--- src/rtl/swap_sched_pkg.sv ---
// Shared types and helpers for the swap register scheduler.
//   state_t  : scheduler FSM states
//   DW       : data width (fixed, the byte swap exchanges [15:8] and [7:0])
//   MAX_REQ  : widest requester vector rr_pick handles
//   rr_pick  : round-robin one-hot pick starting at ptr, wrapping at n
package swap_sched_pkg;

  localparam int unsigned DW      = 16;
  localparam int unsigned MAX_REQ = 8;

  typedef enum logic [2:0] {IDLE, LOAD, XFORM, WAIT, RESP} state_t;

  // Search ptr, ptr+1, ... mod n and return a one-hot of the first valid.
  // ptr < n and k < n, so a single subtraction is enough to wrap.
  function automatic logic [MAX_REQ-1:0] rr_pick(input logic [MAX_REQ-1:0] valid,
                                                 input logic [2:0]         ptr,
                                                 input int unsigned        n);
    logic [MAX_REQ-1:0] grant;
    logic               found;
    int unsigned        idx;
    logic [2:0]         sel;
    grant = '0;
    found = 1'b0;
    for (int unsigned k = 0; k < MAX_REQ; k++) begin
      idx = 32'(ptr) + k;
      if (idx >= n) idx = idx - n;
      sel = idx[2:0];
      if ((k < n) && !found && valid[sel]) begin
        grant[sel] = 1'b1;
        found      = 1'b1;
      end
    end
    return grant;
  endfunction

endpackage

--- src/rtl/swap_reg_sched_if.sv ---
// Request/response bus between client blocks and the scheduler.
//   req_valid/req_data/req_swap : per-requester request (requester i at [i*DW +: DW])
//   req_ready                   : one-hot grant
//   rsp_valid/rsp_ready         : response handshake
//   rsp_data/rsp_id             : result and owning requester index
// master = client side, slave = scheduler side.
interface swap_reg_sched_if #(
  parameter int unsigned NUM_REQ = 4
) ();
  import swap_sched_pkg::*;

  localparam int unsigned IDW = $clog2(NUM_REQ);

  logic [NUM_REQ-1:0]    req_valid;
  logic [NUM_REQ*DW-1:0] req_data;
  logic [NUM_REQ-1:0]    req_swap;
  logic [NUM_REQ-1:0]    req_ready;
  logic                  rsp_valid;
  logic                  rsp_ready;
  logic [DW-1:0]         rsp_data;
  logic [IDW-1:0]        rsp_id;

  modport master (
    output req_valid, req_data, req_swap, rsp_ready,
    input  req_ready, rsp_valid, rsp_data, rsp_id
  );

  modport slave (
    input  req_valid, req_data, req_swap, rsp_ready,
    output req_ready, rsp_valid, rsp_data, rsp_id
  );

endinterface

--- src/rtl/rr_arbiter.sv ---
// Combinational round-robin arbiter.
//   req    : request vector
//   ptr    : highest-priority index this cycle
//   enable : when low, no grant is issued
//   grant  : one-hot grant (all zero if disabled or no request)
module rr_arbiter import swap_sched_pkg::*; #(
  parameter int unsigned NUM_REQ = 4,
  localparam int unsigned PTRW   = $clog2(NUM_REQ)
) (
  input  logic [NUM_REQ-1:0] req,
  input  logic [PTRW-1:0]    ptr,
  input  logic               enable,
  output logic [NUM_REQ-1:0] grant
);

  always_comb begin
    grant = '0;
    if (enable) grant = NUM_REQ'(rr_pick(8'(req), 3'(ptr), NUM_REQ));
  end

endmodule

--- src/rtl/swap_reg_sched.sv ---
// Round-robin scheduler sharing one 16-bit hold/byte-swap register among
// NUM_REQ requesters. Each op: LOAD (ce=1), XFORM (inv=swap), WAIT REG_LAT
// cycles, capture reg_data_out, present it with the requester id until taken.
//   clk, rest            : clock, synchronous active-high reset
//   bus                  : request/response interface (slave side)
//   reg_ce/reg_inv       : shared register controls (registered)
//   reg_data_in          : shared register load data (registered)
//   reg_data_out         : shared register output
//   busy                 : high whenever the FSM is not in IDLE
module swap_reg_sched import swap_sched_pkg::*; #(
  parameter int unsigned NUM_REQ = 4,
  parameter int unsigned REG_LAT = 2,
  localparam int unsigned IDW    = $clog2(NUM_REQ)
) (
  input  logic                  clk,
  input  logic                  rest,
  swap_reg_sched_if.slave       bus,
  output logic                  reg_ce,
  output logic                  reg_inv,
  output logic [DW-1:0]         reg_data_in,
  input  logic [DW-1:0]         reg_data_out,
  output logic                  busy
);

  state_t             state_q;
  logic [IDW-1:0]     rr_ptr_q;
  logic [IDW-1:0]     id_q;
  logic               swap_q;
  logic [3:0]         lat_cnt_q;
  logic [NUM_REQ-1:0] grant;
  logic [IDW-1:0]     grant_id;
  logic [DW-1:0]      grant_data;
  logic               grant_swap;

  rr_arbiter #(
    .NUM_REQ (NUM_REQ)
  ) u_arb (
    .req    (bus.req_valid),
    .ptr    (rr_ptr_q),
    .enable ((state_q == IDLE) && !rest),
    .grant  (grant)
  );

  assign bus.req_ready = grant;

  // Grant is one-hot, so at most one iteration matches.
  always_comb begin
    grant_id   = '0;
    grant_data = '0;
    grant_swap = 1'b0;
    for (int unsigned i = 0; i < NUM_REQ; i++) begin
      if (grant[i]) begin
        grant_id   = IDW'(i);
        grant_data = bus.req_data[i*DW +: DW];
        grant_swap = bus.req_swap[i];
      end
    end
  end

  // reg_data_in doubles as the latched request data; it is held until the next op.
  always_ff @(posedge clk) begin
    if (rest) begin
      state_q       <= IDLE;
      rr_ptr_q      <= '0;
      lat_cnt_q     <= '0;
      id_q          <= '0;
      swap_q        <= 1'b0;
      bus.rsp_valid <= 1'b0;
      bus.rsp_data  <= '0;
      bus.rsp_id    <= '0;
      reg_ce        <= 1'b0;
      reg_inv       <= 1'b0;
      reg_data_in   <= '0;
      busy          <= 1'b0;
    end else begin
      case (state_q)
        IDLE: begin
          if (|grant) begin
            state_q     <= LOAD;
            id_q        <= grant_id;
            swap_q      <= grant_swap;
            reg_data_in <= grant_data;
            reg_ce      <= 1'b1;
            busy        <= 1'b1;
          end
        end
        LOAD: begin
          state_q <= XFORM;
          reg_ce  <= 1'b0;
          reg_inv <= swap_q;
        end
        XFORM: begin
          state_q   <= WAIT;
          lat_cnt_q <= 4'(REG_LAT - 1);
        end
        WAIT: begin
          if (lat_cnt_q == 4'd0) begin
            bus.rsp_data  <= reg_data_out;
            bus.rsp_id    <= id_q;
            bus.rsp_valid <= 1'b1;
            state_q       <= RESP;
          end else begin
            lat_cnt_q <= lat_cnt_q - 4'd1;
          end
        end
        RESP: begin
          if (bus.rsp_ready) begin
            bus.rsp_valid <= 1'b0;
            rr_ptr_q      <= (id_q == IDW'(NUM_REQ - 1)) ? '0 : id_q + IDW'(1);
            reg_inv       <= 1'b0;
            busy          <= 1'b0;
            state_q       <= IDLE;
          end
        end
        default: state_q <= IDLE;
      endcase
    end
  end

endmodule

--- src/flat_wrapper.sv ---
// flat-port wrapper written by rule: the top's interface ports become plain ports
module swap_reg_sched_flat import swap_sched_pkg::*;
#(
  parameter int unsigned NUM_REQ = 4,
  parameter int unsigned REG_LAT = 2,
  localparam int unsigned IDW    = $clog2(NUM_REQ)
)
  (clk, rest, reg_ce, reg_inv, reg_data_in, reg_data_out, busy, bus_req_valid, bus_req_data, bus_req_swap, bus_rsp_ready, bus_req_ready, bus_rsp_valid, bus_rsp_data, bus_rsp_id);
  swap_reg_sched_if #(.NUM_REQ(NUM_REQ)) bus_i ();
  input  logic clk;
  input  logic rest;
  output logic reg_ce;
  output logic reg_inv;
  output logic [DW-1:0] reg_data_in;
  input  logic [DW-1:0] reg_data_out;
  output logic busy;
  input wire logic [$bits(bus_i.req_valid)-1:0] bus_req_valid;
  input wire logic [$bits(bus_i.req_data)-1:0] bus_req_data;
  input wire logic [$bits(bus_i.req_swap)-1:0] bus_req_swap;
  input wire logic [$bits(bus_i.rsp_ready)-1:0] bus_rsp_ready;
  output wire logic [$bits(bus_i.req_ready)-1:0] bus_req_ready;
  output wire logic [$bits(bus_i.rsp_valid)-1:0] bus_rsp_valid;
  output wire logic [$bits(bus_i.rsp_data)-1:0] bus_rsp_data;
  output wire logic [$bits(bus_i.rsp_id)-1:0] bus_rsp_id;
  assign bus_i.req_valid = bus_req_valid;
  assign bus_i.req_data = bus_req_data;
  assign bus_i.req_swap = bus_req_swap;
  assign bus_i.rsp_ready = bus_rsp_ready;
  assign bus_req_ready = bus_i.req_ready;
  assign bus_rsp_valid = bus_i.rsp_valid;
  assign bus_rsp_data = bus_i.rsp_data;
  assign bus_rsp_id = bus_i.rsp_id;
  swap_reg_sched #(.NUM_REQ(NUM_REQ), .REG_LAT(REG_LAT)) u_core (.clk(clk), .rest(rest), .bus(bus_i), .reg_ce(reg_ce), .reg_inv(reg_inv), .reg_data_in(reg_data_in), .reg_data_out(reg_data_out), .busy(busy));
endmodule
--- config.mk ---
export PLATFORM = sky130hd
export DESIGN_NAME = swap_reg_sched_flat
export DESIGN_NICKNAME = d
export VERILOG_FILES = /design/src/rtl/swap_sched_pkg.sv /design/src/rtl/swap_reg_sched_if.sv /design/src/rtl/rr_arbiter.sv /design/src/rtl/swap_reg_sched.sv /design/src/flat_wrapper.sv
export SDC_FILE = /design/constraint.sdc
export NUM_CORES = 1
export LEC_CHECK = 0
export ABC_AREA = 1
export BUFFER_PORTS_ARGS = -buffer_cell sky130_fd_sc_hd__buf_4
export CAP_MARGIN = 20
export CORE_ASPECT_RATIO = 2
export CORE_UTILIZATION = 32
export DETAILED_ROUTE_END_ITERATION = 8
export HOLD_SLACK_MARGIN = 0.1
export PLACE_DENSITY = 0.63
export REMOVE_ABC_BUFFERS = 1
export SLEW_MARGIN = 10
export SYNTH_ARGS = -nofsm -noshare
export SYNTH_HDL_FRONTEND = slang
export SYNTH_HIERARCHICAL = 1
export SYNTH_SLANG_ARGS = --single-unit
--- constraint.sdc ---
create_clock -name clk -period 2.77 [get_ports clk]
set_input_delay 0.1385 -clock clk [delete_from_list [all_inputs] [get_ports clk]]
set_output_delay 0.1385 -clock clk [all_outputs]
set_load 0.02 [all_outputs]
-- Word-level counts from Yosys, hierarchy flattened
Index checks and enable logic that the tools add are counted.
- flip-flop bits (word level): 50
- bits of input ports: 91
- output and inout bits: 42
- word-level logic and storage cells: 137
- add/subtract/negate cells: 9
- $lt $le $gt $ge: 12
- equality and inequality tests: 9
- multiplexer cells: 63
- bitwise operators: 3
- reductions and logical operators: 29
- operator list (cell ; number):
    16-bit two-way mux ; 4
    4-bit two-way mux ; 9
    3-bit two-way mux ; 11
    1-bit two-way mux ; 22
    3-bit by 4-bit < comparator with 1-bit output (second input constant) ; 4
    3-bit one-hot mux with 5 select lines ; 1
    1-bit binary-select mux with 3-bit select ; 4
    1-bit demux with 3-bit select ; 4
    3-bit by 1-bit greater-or-equal comparator with 1-bit output (second input constant) ; 4
    4-bit OR ; 3
    2-bit AND reduction ; 6
    2-bit nonzero test ; 5
    3-bit greater-or-equal comparator (second input constant) ; 3
    3-bit AND reduction ; 3
    3-bit subtractor (second input constant) ; 3
    1-bit logical AND ; 8
    1-bit one-hot mux with 2 select lines ; 4
    4-bit one-hot mux with 2 select lines ; 1
    2-bit by 2-bit adder with 3-bit output (second input constant) ; 2
    3-bit by 2-bit equality test with 1-bit output (second input constant) ; 2
    2-bit two-way mux ; 3
    2-bit != test (second input constant) ; 3
    1-bit logical NOT ; 4
    4-bit logical NOT ; 1
    11 further kinds ; 11

-- Logic depth before layout (Yosys ltp)
- depth after elaboration: 23
- gate-level depth with buffers: 19
- depth with buffers taken out: 17

-- Hierarchy
Netlist, hierarchy kept.
- by module, submodules not included (module ; instances ; cells each ; area an instance (um2) ; sequential area each (um2)):
    swap_reg_sched ; 1 ; 365 ; 2687.6 ; 1001.0
    rr_arbiter ; 1 ; 77 ; 459.2 ; 0.0

-- Worst setup path after synthesis
OpenSTA, ideal clock, no wires.
- kind: register to register
- from: register u_core.rr_ptr_q[0]
- to: register u_core.reg_data_in[10]
- library setup time: 0.115 ns
- arrival: 2.671 ns
- required time: 2.655 ns
- slack: -0.015 ns
- cell stages (with the launch flop): 17
- buffers on the path: 1
- clock period less this slack: 2.785 ns
- cell sequence: dfxtp_1 -> inv_2 -> ha_1 -> inv_1 -> nand3_1 -> nand3_2 -> nand2_1 -> inv_2 -> nand2_4 -> nor2_2 -> nor2_1 -> nor2_1 -> inv_1 -> nand3_4 -> buf_2 -> nand4_1 -> o21a_1
- elaborated cells between the ends (all ways): 76
- classes of those cells: 7 x add/sub; 12 x order compare; 42 x mux; 3 x bitwise; 12 x reduce/logical
- RTL lines (element ; RTL line ; source):
    start, declared ; swap_reg_sched.sv:26 ; logic [IDW-1:0] rr_ptr_q;
    start signal, assigned ; swap_reg_sched.sv:109 ; rr_ptr_q <= (id_q == IDW'(NUM_REQ - 1)) ? '0 : id_q + IDW'(1);
    branches (longest 17 deep; another with 3-bit by 4-bit < comparator with 1-bit output) ; -- ;
    4-bit two-way mux (*) ; swap_sched_pkg.sv:28 ; if ((k < n) && !found && valid[sel]) begin
    4-bit two-way mux (*) ; rr_arbiter.sv:18 ; if (enable) grant = NUM_REQ'(rr_pick(8'(req), 3'(ptr), NUM_REQ));
    named net bus_req_ready[1] ; flat_wrapper.sv:21 ; output wire logic [$bits(bus_i.req_ready)-1:0] bus_req_ready;
    16-bit two-way mux (3 in a row) ; swap_reg_sched.sv:52 ; if (grant[i]) begin
    end signal, assigned ; swap_reg_sched.sv:82 ; reg_data_in <= grant_data;
    end, declared ; swap_reg_sched.sv:20 ; output logic [DW-1:0] reg_data_in,
Mark *: on every way through the listed nets, which the timed path passes. The select of a mux whose other input is x is not followed.
A chain may end at the register's enable or synchronous reset.

-- Worst setup path after layout
- from: register u_core.rr_ptr_q[0]
- to: register u_core.reg_data_in[13]
- cells in the longest elaborated chain, start to end: 23
- elaborated cells between the ends (all ways): 76
- classes of those cells: 7 x add/sub; 12 x order compare; 42 x mux; 3 x bitwise; 12 x reduce/logical
- RTL lines (element ; RTL line):
    branches (longest 17 deep; another with 3-bit by 4-bit < comparator with 1-bit output) ; --
    4-bit two-way mux (*) ; swap_sched_pkg.sv:28
    4-bit two-way mux (*) ; rr_arbiter.sv:18
    16-bit two-way mux (4 in a row) ; swap_reg_sched.sv:52
Mark *: on every way between the ends. The select of a mux whose other input is x is not followed.

==> impl_metrics.tcl <==
set metrics [dict create \
    grt_overflow_total 0 \
    dr.pass1.iters 4 \
    criticalPathCategory "reg -> reg" \
    row_count 50 \
    numCtsBuffers 5 \
    placed_area_sq_um 4239 \
    num_vias 3523 \
    die_h_um 142.2 \
    finalMaxSlewViolations 0 \
    routed_via_density 4.914 \
    synth_area_sq_um 3147 \
    top_usage_layer "met2" \
    gp_congestion 0.8457 \
    worstMarginPinSlew_ns 0.6737 \
    post_cts_buffers 0 \
    cap_viol_max_count 0 \
    outcome "complete, no violations" \
    nets 688 \
    stdcell_count 717 \
    cp.arrival_ns 2.80 \
    slowest_stage "dfxtp_1" \
    htree_levels 2 \
    worstSkewPairLatency_ns 0.30 \
    hold_path.class "in -> reg" \
    critPathMaxStageDelay_ns 0.39 \
    portBuffers 132 \
    crit_buf_inv 3 \
    post-route-util_pct 48.56 \
    grt_max_degree 27 \
    coreArea_sq_um 9447 \
    max_slew_margin_pct 55.04 \
    cts_sinks 50 \
    drc 0 \
    synth_top_area_cell "dfxtp_1" \
    finalPower_mw 3.468 \
    syn_to_final_growth_pct 45.77 \
    grt_pass1_wl_um 16400 \
    tns_ns 0 \
    drt_iter0_drc 115 \
    final-setup-viol-count 0 \
    fillers 979 \
    syn_area_per_cell_sq_um 7.119 \
    routed_wl_um 10500 \
    wl_per_cell_um 14.64 \
    hpwl_um 7890 \
    met3_usage_pct 2.408 \
    ys_seq_area_share_pct 31.81 \
    design_area_sq_um 4587 \
    ys_top_cells_by_area "dfxtp_1 32%, nand2_1 10%, nand3_1 5.7%" \
    dieArea_sq_um 10260 \
    crit_required_ns 2.96 \
    drive_gt1_share_pct 36.80 \
    yosysTopAreaCellShare_pct 31.81 \
    min_period_ns 2.614 \
    initial_core_util_pct 33.31 \
    peakVddDrop_v 0.0004544 \
    cts_root_buf "clkbuf_16" \
    leakage_nw 2.037 \
    ys_seq_elements 50 \
    antenna_cells 0 \
    setup.worst_path.end_class "flop" \
    grt_antenna_before_repair 0 \
    die_x_um 72.12 \
    critical_path.startpoint_type "flop" \
    ant_nets 0 \
    cp_max_fo 20 \
    ys_warn_count 6 \
    groute.usage.overall_pct 20.62 \
    period_share_pct 94.37 \
    p_per_area_nw_per_um2 756.0 \
    max_clock_freq_ghz 0.3825 \
    dp.cells 694 \
    cts_tree "built" \
    clock_skew_ns 0.007253 \
    grt_util_met2_pct 37.48 \
    critical_path.cell_chain "inv_2 -> ha_1 -> inv_1 -> nand3_1 -> nand3_2 -> nand2_1 -> inv_2 -> nand2_4 -> nor2_2 -> nor2_1 -> nor2_4 -> nor2_8 -> nand3_4 -> nand2_4 -> a21oi_2 -> o21a_1" \
    clockBufferDepth 2 \
    worst_path_dominant_cell_family "simple AND/OR/NAND/NOR gates" \
    met1_usage_pct 21.78 \
    netlist_instances 442 \
    io_pins 133 \
    clk_pin_slew_ns 0.07 \
    ys_types 30 \
    grt_pass1_vias 3513 \
    hold_viol_final 0 \
]
==> stage by stage <==
| step | hold slack (ns) | setup slack [ns] |
|---|---|---|
| after CTS | 0.1088 | 0.08589 |
| after global placement | 0.3591 | 0.1956 |
| after floorplan | 0.2009 | -1.165 |
| after detailed placement | 0.3663 | 0.1093 |
| after global routing | 0.1164 | -0.02834 |
| final | 0.09814 | 0.1559 |
==> sequential cells by signal (all words and copies together) (netlist names) <==
register,count
u_core/id_q,2
u_core/bus.rsp_valid,1
u_core/reg_ce,1
u_core/swap_q,1
u_core/busy,1
u_core/state_q,3
u_core/lat_cnt_q,4
u_core/reg_inv,1
u_core/reg_data_in,16
u_core/bus.rsp_id,2
u_core/rr_ptr_q,2
u_core/bus.rsp_data,16
==> cell usage after synthesis (all sizes together) <==
cell    count
a21oi      47
a31oi       2
buf        15
clkbuf      7
dfxtp      50
ha         10
inv        43
nand2      96
nand3      41
nand3b      1
nand4      23
nor2       66
nor3        2
o21a       17
o21ai      22
==> report_power, final <==
part	switching, mW	internal, mW
sequential	0.143	0.914
clock	0.280	0.423
combinational	1.03	0.673
==> cells in the final DEF (no fill, tap or decap) <==
cell / instances
a21oi_1: 28
a21oi_2: 19
a31oi_1: 2
buf_4: 143
buf_6: 1
bufinv_16: 1
clkbuf_16: 5
clkinv_4: 1
dfxtp_1: 50
dlygate4sd3_1: 15
ha_1: 10
inv_1: 35
inv_2: 7
inv_6: 1
nand2_1: 85
nand2_2: 6
nand2_4: 5
nand2_8: 1
nand3_1: 36
nand3_2: 4
nand3_4: 1
nand3b_1: 1
nand4_1: 23
nor2_1: 46
nor2_2: 15
nor2_4: 3
nor2_8: 2
nor3_1: 2
o21a_1: 17
o21ai_0: 21
o21ai_2: 1
==> worst paths after layout <==
kind,depth (start not counted),startpoint,end,slack [ns]
setup / recovery,16,u_core/rr_ptr_q[0],u_core/reg_data_in[13],0.16
hold / removal,3,reg_data_out[10],u_core/bus.rsp_data[10],0.1
setup reg to reg,16,u_core/rr_ptr_q[0],u_core/reg_data_in[13],0.16
hold reg to reg,2,u_core/bus.rsp_valid,u_core/bus.rsp_valid,0.48
==> what timing repair did <==
action,in CTS,in global routing
gates resized for setup,0,4
hold buffers,15,0
setup endpoints to repair,0,22
endpoints found under the hold margin,15,0
==> cell type report <==
| cell class | count | area, sq um | share of cell area (%) |
|---|---|---|---|
| well taps | 130 | 162.7 | 3.546 |
| inverters | 43 | 166.4 | 3.628 |
| flip-flops and latches | 50 | 1001 | 21.82 |
| multi-input cells | 328 | 1858 | 40.51 |
| clock buffers | 5 | 125.1 | 2.728 |
| clock inverters | 2 | 38.79 | 0.8456 |
| repair buffers | 159 | 1235 | 26.92 |
==> layer usage <==
layer,part of all wire [%],vias up
li1,-,1742
met1,36,1621
met2,55,116
met3,3.4,44
met4,5.4,0
met5,0,-
==> worst min-delay path, cell delays in order <==
cell    delay (ns)
buf_4         0.09
nor2_2        0.03
nor2_1        0.10
==> cells by family (layout without fill, tap and decap cells) <==
group | Yosys count | count (layout) | share of synthesized area, %
AOI/OAI and AO/OA | 88 | 88 | 17.81
adders and majority gates | 10 | 10 | 3.976
DFF | 50 | 50 | 31.81
buffers and inverters | 65 | 209 | 10.26
and+or+nand+nor | 229 | 230 | 36.14
(Power assumes the default switching activity.)
